**config.mk**
```make
export PLATFORM = sky130hd
export DESIGN_NAME = sobel_convolver
export DESIGN_NICKNAME = d
export VERILOG_FILES = /design/src/rtl/sobel_pkg.sv /design/src/rtl/sobel_convolver_kernel_dot.sv /design/src/rtl/sobel_convolver.sv
export SDC_FILE = /design/constraint.sdc
export NUM_CORES = 2
export LEC_CHECK = 0
export CAP_MARGIN = 20
export CORE_MARGIN = 2
export CORE_UTILIZATION = 55
export CTS_BUF_LIST = sky130_fd_sc_hd__clkbuf_4 sky130_fd_sc_hd__clkbuf_8
export CTS_CLUSTER_DIAMETER = 200
export CTS_CLUSTER_SIZE = 30
export DETAILED_ROUTE_END_ITERATION = 10
export MAX_ROUTING_LAYER = met4
export PLACE_DENSITY_LB_ADDON = 0.3
export SYNTH_ARGS = -nofsm -noshare
export SYNTH_HDL_FRONTEND = slang
export SYNTH_HIERARCHICAL = 1
export SYNTH_SLANG_ARGS = --single-unit
```
**constraint.sdc**
```tcl
create_clock -name clk -period 13.4 [get_ports clk]
set_input_delay 2.01 -clock clk [delete_from_list [all_inputs] [get_ports clk]]
set_output_delay 2.01 -clock clk [all_outputs]
set_load 0.01 [all_outputs]
```
**src/rtl/sobel_pkg.sv**
```systemverilog
`default_nettype none
// ============================================================================
// sobel_pkg : shared widths, types and arithmetic helpers for sobel_convolver
// Revision  : 1.0
// ============================================================================
package sobel_pkg;

    localparam int PIXW  = 8;
    localparam int COEFW = 5;
    localparam int ACCW  = 18;
    localparam int PRODW = PIXW + COEFW;

    localparam logic [PIXW-1:0] PIXMAX = {PIXW{1'b1}};

    typedef logic [PIXW-1:0]                 pixel_t;
    typedef logic signed [COEFW-1:0]         coef_t;
    typedef logic [2:0][2:0][PIXW-1:0]       window_t;
    typedef logic [2:0][2:0][COEFW-1:0]      kernel_t;
    typedef logic signed [PRODW-1:0]         prod_t;
    typedef logic signed [ACCW-1:0]          acc_t;

    // Both operands are widened to the product width first, so the truncated
    // product is exact: |255 * -16| still fits in PRODW signed bits.
    function automatic prod_t pix_mul(input pixel_t p, input coef_t c);
        prod_t a;
        prod_t b;
        a = {{(PRODW-PIXW){1'b0}}, p};
        b = {{(PRODW-COEFW){c[COEFW-1]}}, c};
        return a * b;
    endfunction

    function automatic acc_t prod_ext(input prod_t p);
        return {{(ACCW-PRODW){p[PRODW-1]}}, p};
    endfunction

endpackage
`default_nettype wire

```
**src/rtl/sobel_convolver_kernel_dot.sv**
```systemverilog
`default_nettype none
// ============================================================================
// kernel_dot : 3x3 pixel-by-coefficient dot product, products and row sums
//              registered; final three-way sum is combinational.
// Revision   : 1.0
// ============================================================================
module kernel_dot
    import sobel_pkg::*;
(
    input  logic    clk,
    input  logic    rst,
    input  logic    en,
    input  window_t window,
    input  kernel_t kern,
    output acc_t    sum
);

    prod_t r_prod [3][3];
    acc_t  r_row  [3];

    always_ff @(posedge clk) begin
        if (rst) begin
            for (int r = 0; r < 3; r++) begin
                for (int c = 0; c < 3; c++) begin
                    r_prod[r][c] <= '0;
                end
                r_row[r] <= '0;
            end
        end else if (en) begin
            for (int r = 0; r < 3; r++) begin
                for (int c = 0; c < 3; c++) begin
                    r_prod[r][c] <= pix_mul(window[r][c], $signed(kern[r][c]));
                end
                r_row[r] <= prod_ext(r_prod[r][0]) + prod_ext(r_prod[r][1])
                          + prod_ext(r_prod[r][2]);
            end
        end
    end

    assign sum = r_row[0] + r_row[1] + r_row[2];

endmodule
`default_nettype wire

```
**src/rtl/sobel_convolver.sv**
```systemverilog
`default_nettype none
// ============================================================================
// sobel_convolver : 3-stage Gx/Gy/|Gx|+|Gy| pipeline with valid/ready
//                   handshakes and whole-pipe back-pressure stall.
// Revision        : 1.0
// ============================================================================
module sobel_convolver
    import sobel_pkg::*;
(
    input  logic    clk,
    input  logic    rst,
    input  logic    in_valid,
    output logic    in_ready,
    input  window_t window,
    input  kernel_t kx,
    input  kernel_t ky,
    output logic    out_valid,
    input  logic    out_ready,
    output acc_t    gx,
    output acc_t    gy,
    output pixel_t  mag,
    output logic    sat
);

    logic w_en;
    acc_t w_gx;
    acc_t w_gy;

    logic signed [ACCW:0] w_gx_ext;
    logic signed [ACCW:0] w_gy_ext;
    logic [ACCW:0]        w_abs_x;
    logic [ACCW:0]        w_abs_y;
    logic [ACCW:0]        w_abs_sum;
    logic                 w_sat;
    pixel_t               w_mag;

    logic   r_v1;
    logic   r_v2;
    logic   r_out_valid;
    acc_t   r_gx;
    acc_t   r_gy;
    pixel_t r_mag;
    logic   r_sat;

    // A single enable freezes every stage while the output is blocked.
    assign w_en     = !r_out_valid || out_ready;
    assign in_ready = w_en;

    kernel_dot u_dot_x (
        .clk    (clk),
        .rst    (rst),
        .en     (w_en),
        .window (window),
        .kern   (kx),
        .sum    (w_gx)
    );

    kernel_dot u_dot_y (
        .clk    (clk),
        .rst    (rst),
        .en     (w_en),
        .window (window),
        .kern   (ky),
        .sum    (w_gy)
    );

    always_comb begin
        w_gx_ext  = w_gx;
        w_gy_ext  = w_gy;
        w_abs_x   = (w_gx_ext < 0) ? -w_gx_ext : w_gx_ext;
        w_abs_y   = (w_gy_ext < 0) ? -w_gy_ext : w_gy_ext;
        w_abs_sum = w_abs_x + w_abs_y;
        w_sat     = w_abs_sum > {{(ACCW+1-PIXW){1'b0}}, PIXMAX};
        w_mag     = w_sat ? PIXMAX : w_abs_sum[PIXW-1:0];
    end

    always_ff @(posedge clk) begin
        if (rst) begin
            r_v1        <= 1'b0;
            r_v2        <= 1'b0;
            r_out_valid <= 1'b0;
            r_gx        <= '0;
            r_gy        <= '0;
            r_mag       <= '0;
            r_sat       <= 1'b0;
        end else if (w_en) begin
            r_v1        <= in_valid;
            r_v2        <= r_v1;
            r_out_valid <= r_v2;
            // Bubbles leave the last result on the outputs untouched.
            if (r_v2) begin
                r_gx  <= w_gx;
                r_gy  <= w_gy;
                r_mag <= w_mag;
                r_sat <= w_sat;
            end
        end
    end

    assign out_valid = r_out_valid;
    assign gx        = r_gx;
    assign gy        = r_gy;
    assign mag       = r_mag;
    assign sat       = r_sat;

endmodule
`default_nettype wire

```
# [Yosys cells after proc, flatten, opt, wreduce, memory -nomap -nowiden]
# Memories as Yosys holds them, arrays and structs flattened.
# Index checks and enable logic that the tools add are counted.
[word_totals] register_bits=48 out_inout_bits=47 in_bits=166 mem_count=4 mem_bits_rw=342
[op_classes] order_cmp=3 muxes=32 bitwise=24 n_reduce_logical=3 mul=18 addsub=19
[mem_list] memory="u_dot_x.r_prod" words=3 width=39 read_ports=3 rd_ports_with_merged_regs=0 write_ports=3 line="sobel_convolver_kernel_dot.sv:18" source="prod_t r_prod [3][3];"
[mem_list] memory="u_dot_y.r_prod" words=3 width=39 read_ports=3 rd_ports_with_merged_regs=0 write_ports=3 line="sobel_convolver_kernel_dot.sv:18"
[mem_list] memory="u_dot_x.r_row" words=3 width=18 read_ports=3 rd_ports_with_merged_regs=0 write_ports=3 line="sobel_convolver_kernel_dot.sv:19" source="acc_t r_row [3];"
[mem_list] memory="u_dot_y.r_row" words=3 width=18 read_ports=3 rd_ports_with_merged_regs=0 write_ports=3 line="sobel_convolver_kernel_dot.sv:19"
[ops] op="9-bit by 5-bit multiplier with 13-bit output" count=18
[ops] op="13-bit 2-to-1 mux" count=18
[ops] op="18-bit 2-to-1 mux" count=6
[ops] op="14-bit by 13-bit adder with 15-bit output" count=6
[ops] op="13-bit by 13-bit adder with 14-bit output" count=6
[ops] op="18-bit adder" count=4
[ops] op="19-bit 2-to-1 mux" count=2
[ops] op="18-bit negation with 19-bit output" count=2
[ops] op="18-bit by 1-bit less-than comparator with 1-bit output, second input constant" count=2
[ops] op="1-bit bitwise OR" count=24
[ops] op="19-bit adder" count=1
[ops] op="19-bit by 8-bit > comparator with 1-bit output, second input constant" count=1
[ops] op="8-bit 2-to-1 mux" count=1
[ops] op="1-bit 2-to-1 mux" count=5
[ops] op="2-bit AND reduction" count=1
[ops] op="1-bit logical NOT" count=1
[ops] op="1-bit logical OR" count=1

# [Logic depth before layout (Yosys ltp)]
[logic_depth] word_depth=7 ltp_mapped=26 mapped_depth_nobuf=26

# [By module]
# Netlist, hierarchy kept.
[modules_own_cells] mod="kernel_dot (u_dot_x)" seq_area_each_um2=4864.7 area_per_inst_um2=21220.4 cells_per_inst=2211 n_inst=1
[modules_own_cells] mod="kernel_dot (u_dot_y)" seq_area_each_um2=4864.7 area_per_inst_um2=20782.4 cells_per_inst=2135 n_inst=1
[modules_own_cells] mod="sobel_convolver" seq_area_each_um2=960.9 area_per_inst_um2=3399.5 cells_per_inst=450 n_inst=1

# [Least setup slack after synthesis]
# Ideal clock, no wire load.
[synth_timing] kind="register to register" startpoint="mem u_dot_y/r_row[0][1] (netlist name)" endpoint="reg r_sat, in the netlist sat" required_time_ns=13.257 setup_slack_ns=8.049 t_arrival_ns=5.208 path_stages_with_launch=24 path_buffers=0 setup_ns=0.143 path_cell_list="edfxtp_1 fa_1 ha_1 inv_1 fa_1 nor2b_4 o31ai_4 a21boi_0 o21a_1 nor2_1 xnor2_1 or4_1 nor3_1 nand2b_1 or2_2 o21ai_0 xnor2_1 ha_1 a21oi_1 nand2_1 a2111oi_1 o31ai_1 nor4_4 a211oi_1"
[synth_lines] item="from (decl)" line="sobel_convolver_kernel_dot.sv:19"
[synth_lines] item="to (signal assigned)" line="sobel_convolver.sv:95" source="r_sat <= w_sat;"
[synth_lines] item="to (decl)" line="sobel_convolver.sv:43" source="logic r_sat;"

==> metrics.md <==
| Metric | Value |
|---|---|
| Synth Flop Type | `edfxtp_1` |
| Mapped Area | `45,400 sq um` |
| EDFF count, synth | `324` |
| Cell variety after synth | `83` |
| Routed WL | `about 110 mm` |
| Vias per Instance | `5.618` |
| H-Tree Depth | `1` |
| Final period util | `0.4667` |
| Crit Path Class | `flop to flop` |
| CTS tree | `done` |
| Vias in the first global route | `33,720` |
| Layout Nets | `6,195` |
| Drc violations | `0` |
| Share of the synthesized area in the top cell type | `0.2143` |
| Hold path cells | `2` |
| Iteration-0 DRC Markers | `roughly 2,500` |
| Placer Congestion | `0.9493` |
| Gate Count Post-Synth | `~4,800` |
| Synth area leaders | `edfxtp_1 21%, fa_1 20%, ha_1 16%` |
| Die width | `291.3 um` |
| Actual slew at the worst max-slew pin | `approximately 1.0 ns` |
| Max incr delay on CP | `between 0.5 and 0.6 ns` |
| Post-synthesis async set-or-reset flop share | `0` |
| Final hold vios | `0` |
| Post-CTS Hold Fix Bufs | `0` |
| Reg clk slew, reported paths | `around 0.19 ns` |
| Final setup violation count | `0` |
| CP startpoint kind | `flop` |
| Overflow after GRT | `0` |
| Placement row count | `105` |
| Hold WC Path Type | `flop to flop` |
| Stages on worst setup path | `24` |
| Clk sinks | `372` |
| First-pass GRT wire length | `175.5 mm` |
| Initial Util | `0.5547` |
| Clock Tree Buf Depth | `3` |
| Largest net degree at the start of global routing | `81` |
| Total Routing Usage GR | `0.2626` |
| Syn nets | `6,017` |
| Ports | `213` |
| Number of synthesized register bits | `372` |
| Layout cell share with drive strength beyond 1 | `0.01466` |
| Setup bufs post-CTS | `0` |
| Critical Path End Type | `flop` |
| Crit path cell chain | `fa_1 > ha_1 > inv_1 > fa_1 > nor2b_4 > o31ai_4 > a21boi_0 > o21a_1 > nor2_1 > xnor2_1 > or4_1 > nor3_1 > nand2b_1 > or2_2 > o21ai_0 > xnor2_1 > ha_1 > nand2_1 > o21ai_0 > nor3_1 > a21oi_1 > xor2_1 > nor4_4 > a211oi_1` |
| Worst EP arrival | `6.77 ns` |
| Worst slew margin | `0.3044` |
| DR pass1 iterations | `6` |
| Detail Placement HPWL | `87.19 mm` |
| Avg Cell Area, Syn | `9.467 sq um` |
| Crit-path slowest cell | `fa_1` |
| TNS Setup | `0 ns` |
| Worst Path Required | `13.92 ns` |
| Ys Warns | `6` |
| Buf+Inv Stages, Crit Path | `1` |
| Die height | `291.3 um` |
| PostCTS Resize Cnt | `0` |
| Routed length per instance | `17.79 um` |
| Cell family contributing the most delay on the critical path | `simple AND/OR/NAND/NOR gates` |
| R2R depth | `24` |
| Register area share after synthesis | `0.2355` |
| Crit Path Max Fanout | `9` |
| Unrepaired setup endpoints after global routing | `false` |
| Setup Skew | `0.04828 ns` |
| Max Slew Vio Count | `0` |
| Die ar. | `roughly 85,000 sq um` |
| Period minus WS final | `6.253 ns` |
| Vias | `34,000` |
| Clk Latency, worst-skew pair | `0.64 ns` |
| Status | `finished, final reports clean` |
| Routed Antenna Nets | `0` |
| TritonCTS Buffers | `16` |
| Count leader, synth | `inv_1` |
| Port bufs | `between 200 and 250` |
| Cell taking the most area after synthesis | `edfxtp_1` |
| Antenna violations before repair | `3` |
| Max_cap viols | `0` |
| Commonest cells in the netlist | `718 x inv_1, 596 x ha_1, 482 x and2_1, 459 x fa_1, 352 x nor2_1` |
| Synth-to-layout area growth | `7.939%` |
| Max Fclk | `159.9 MHz` |
| Root Buffer Master | `clkbuf_8` |
| Core Area | `81,850 sq um` |
layout make-up:
type / instances / area, sq um
clock buffer: 22 / 271.5
antenna: 3 / 7.507
inverter: 732 / 2748
multi-input combinational: 3624 / 31690
timing repair buffer: 228 / 2237
sequential: 372 / 10690
clock inverter: 1 / 20.02
fill: 7100 / 32840
tap: 1070 / 1339
per-layer routing:
| layer | share of wire | vias up | global-route usage |
|---|---|---|---|
| met3 | 0.051 | 127 | 0.02367 |
| met2 | 0.49 | 801 | 0.4354 |
| met5 | 0 | - | - |
| met4 | 0.022 | 0 | 0.05371 |
| li1 | - | 16350 | - |
| met1 | 0.44 | 16720 | 0.3536 |
worst min-delay path: cells and delay by family (launching register included):
family             cells  cell delay (ns)
DFF                    1             0.35
AOI/OAI and AO/OA      1             0.05
and+or+nand+nor        1             0.05
cell families (layout without fill, tap and decap cells):
logic type / count (synthesis) / count (layout) / share of synthesized area
xor+xnor: 187 / 187 / 0.03607
compound gates: 698 / 698 / 0.1006
other cells: 0 / 3 / 0
mux: 21 / 21 / 0.004657
buf+inv: 800 / 983 / 0.06713
simple gates: 1663 / 1663 / 0.1895
flops: 372 / 372 / 0.2355
fa+ha+maj: 1055 / 1055 / 0.3666
metrics by stage:
step | util | hold slack [ns] | std cells | setup WS (ns) | area [sq um]
3_3_place_gp | 0.5951 | 0.4416 | 6026 | 7.059 | 48710
5_1_grt | 0.5988 | 0.4883 | 6052 | 6.618 | 49010
2_1_floorplan | - | 0.4537 | 4796 | 8.049 | 45400
6_report | 0.5988 | 0.4669 | 6052 | 7.147 | 49010
4_1_cts | 0.5987 | 0.4708 | 6049 | 7.166 | 49000
3_5_place_dp | 0.5951 | 0.4487 | 6026 | 7.062 | 48710
state kept, by name, indices dropped and copies added, names as in the netlist:
| register | flops |
|---|---|
| sat | 1 |
| gy | 18 |
| r_v1 | 1 |
| r_v2 | 1 |
| mag | 8 |
| u_dot_y/r_row | 45 |
| gx | 18 |
| u_dot_y/r_prod | 117 |
| out_valid | 1 |
| u_dot_x/r_prod | 117 |
| u_dot_x/r_row | 45 |
worst paths after layout:
kind / from / endpoint / slack [ns]
min reg2reg: gy[16]$_SDFFE_PP0P_ / gy[16]$_SDFFE_PP0P_ / 0.47
max reg2reg: u_dot_y/r_row[0][19]$_SDFFCE_PN0P_ / sat$_SDFFE_PP0P_ / 7.15
min: gy[16]$_SDFFE_PP0P_ / gy[16]$_SDFFE_PP0P_ / 0.47
max: u_dot_y/r_row[0][19]$_SDFFCE_PN0P_ / sat$_SDFFE_PP0P_ / 7.15
cell usage in the layout, fill, tap and decap left out, types with 24 or more instances in the layout:
master and n:
inv_1 718, ha_1 596, and2_1 482, fa_1 459, nor2_1 352, nand2_1 334
edfxtp_1 324, clkdlybuf4s50_1 211, a21oi_1 173, o21ai_0 159, nor3_1 125, xnor2_1 111
nand2b_1 93, xor2_1 76, nor2b_1 72, o21a_1 66, a211oi_1 55, dfxtp_1 48
a21o_1 41, and3_1 35, nand3_1 30, or3_1 27, a31oi_1 25, o211ai_1 24
nor4_1 24
Power is not shown: default switching activity piles up to over one toggle a cycle in this logic, so the estimate is an artifact.
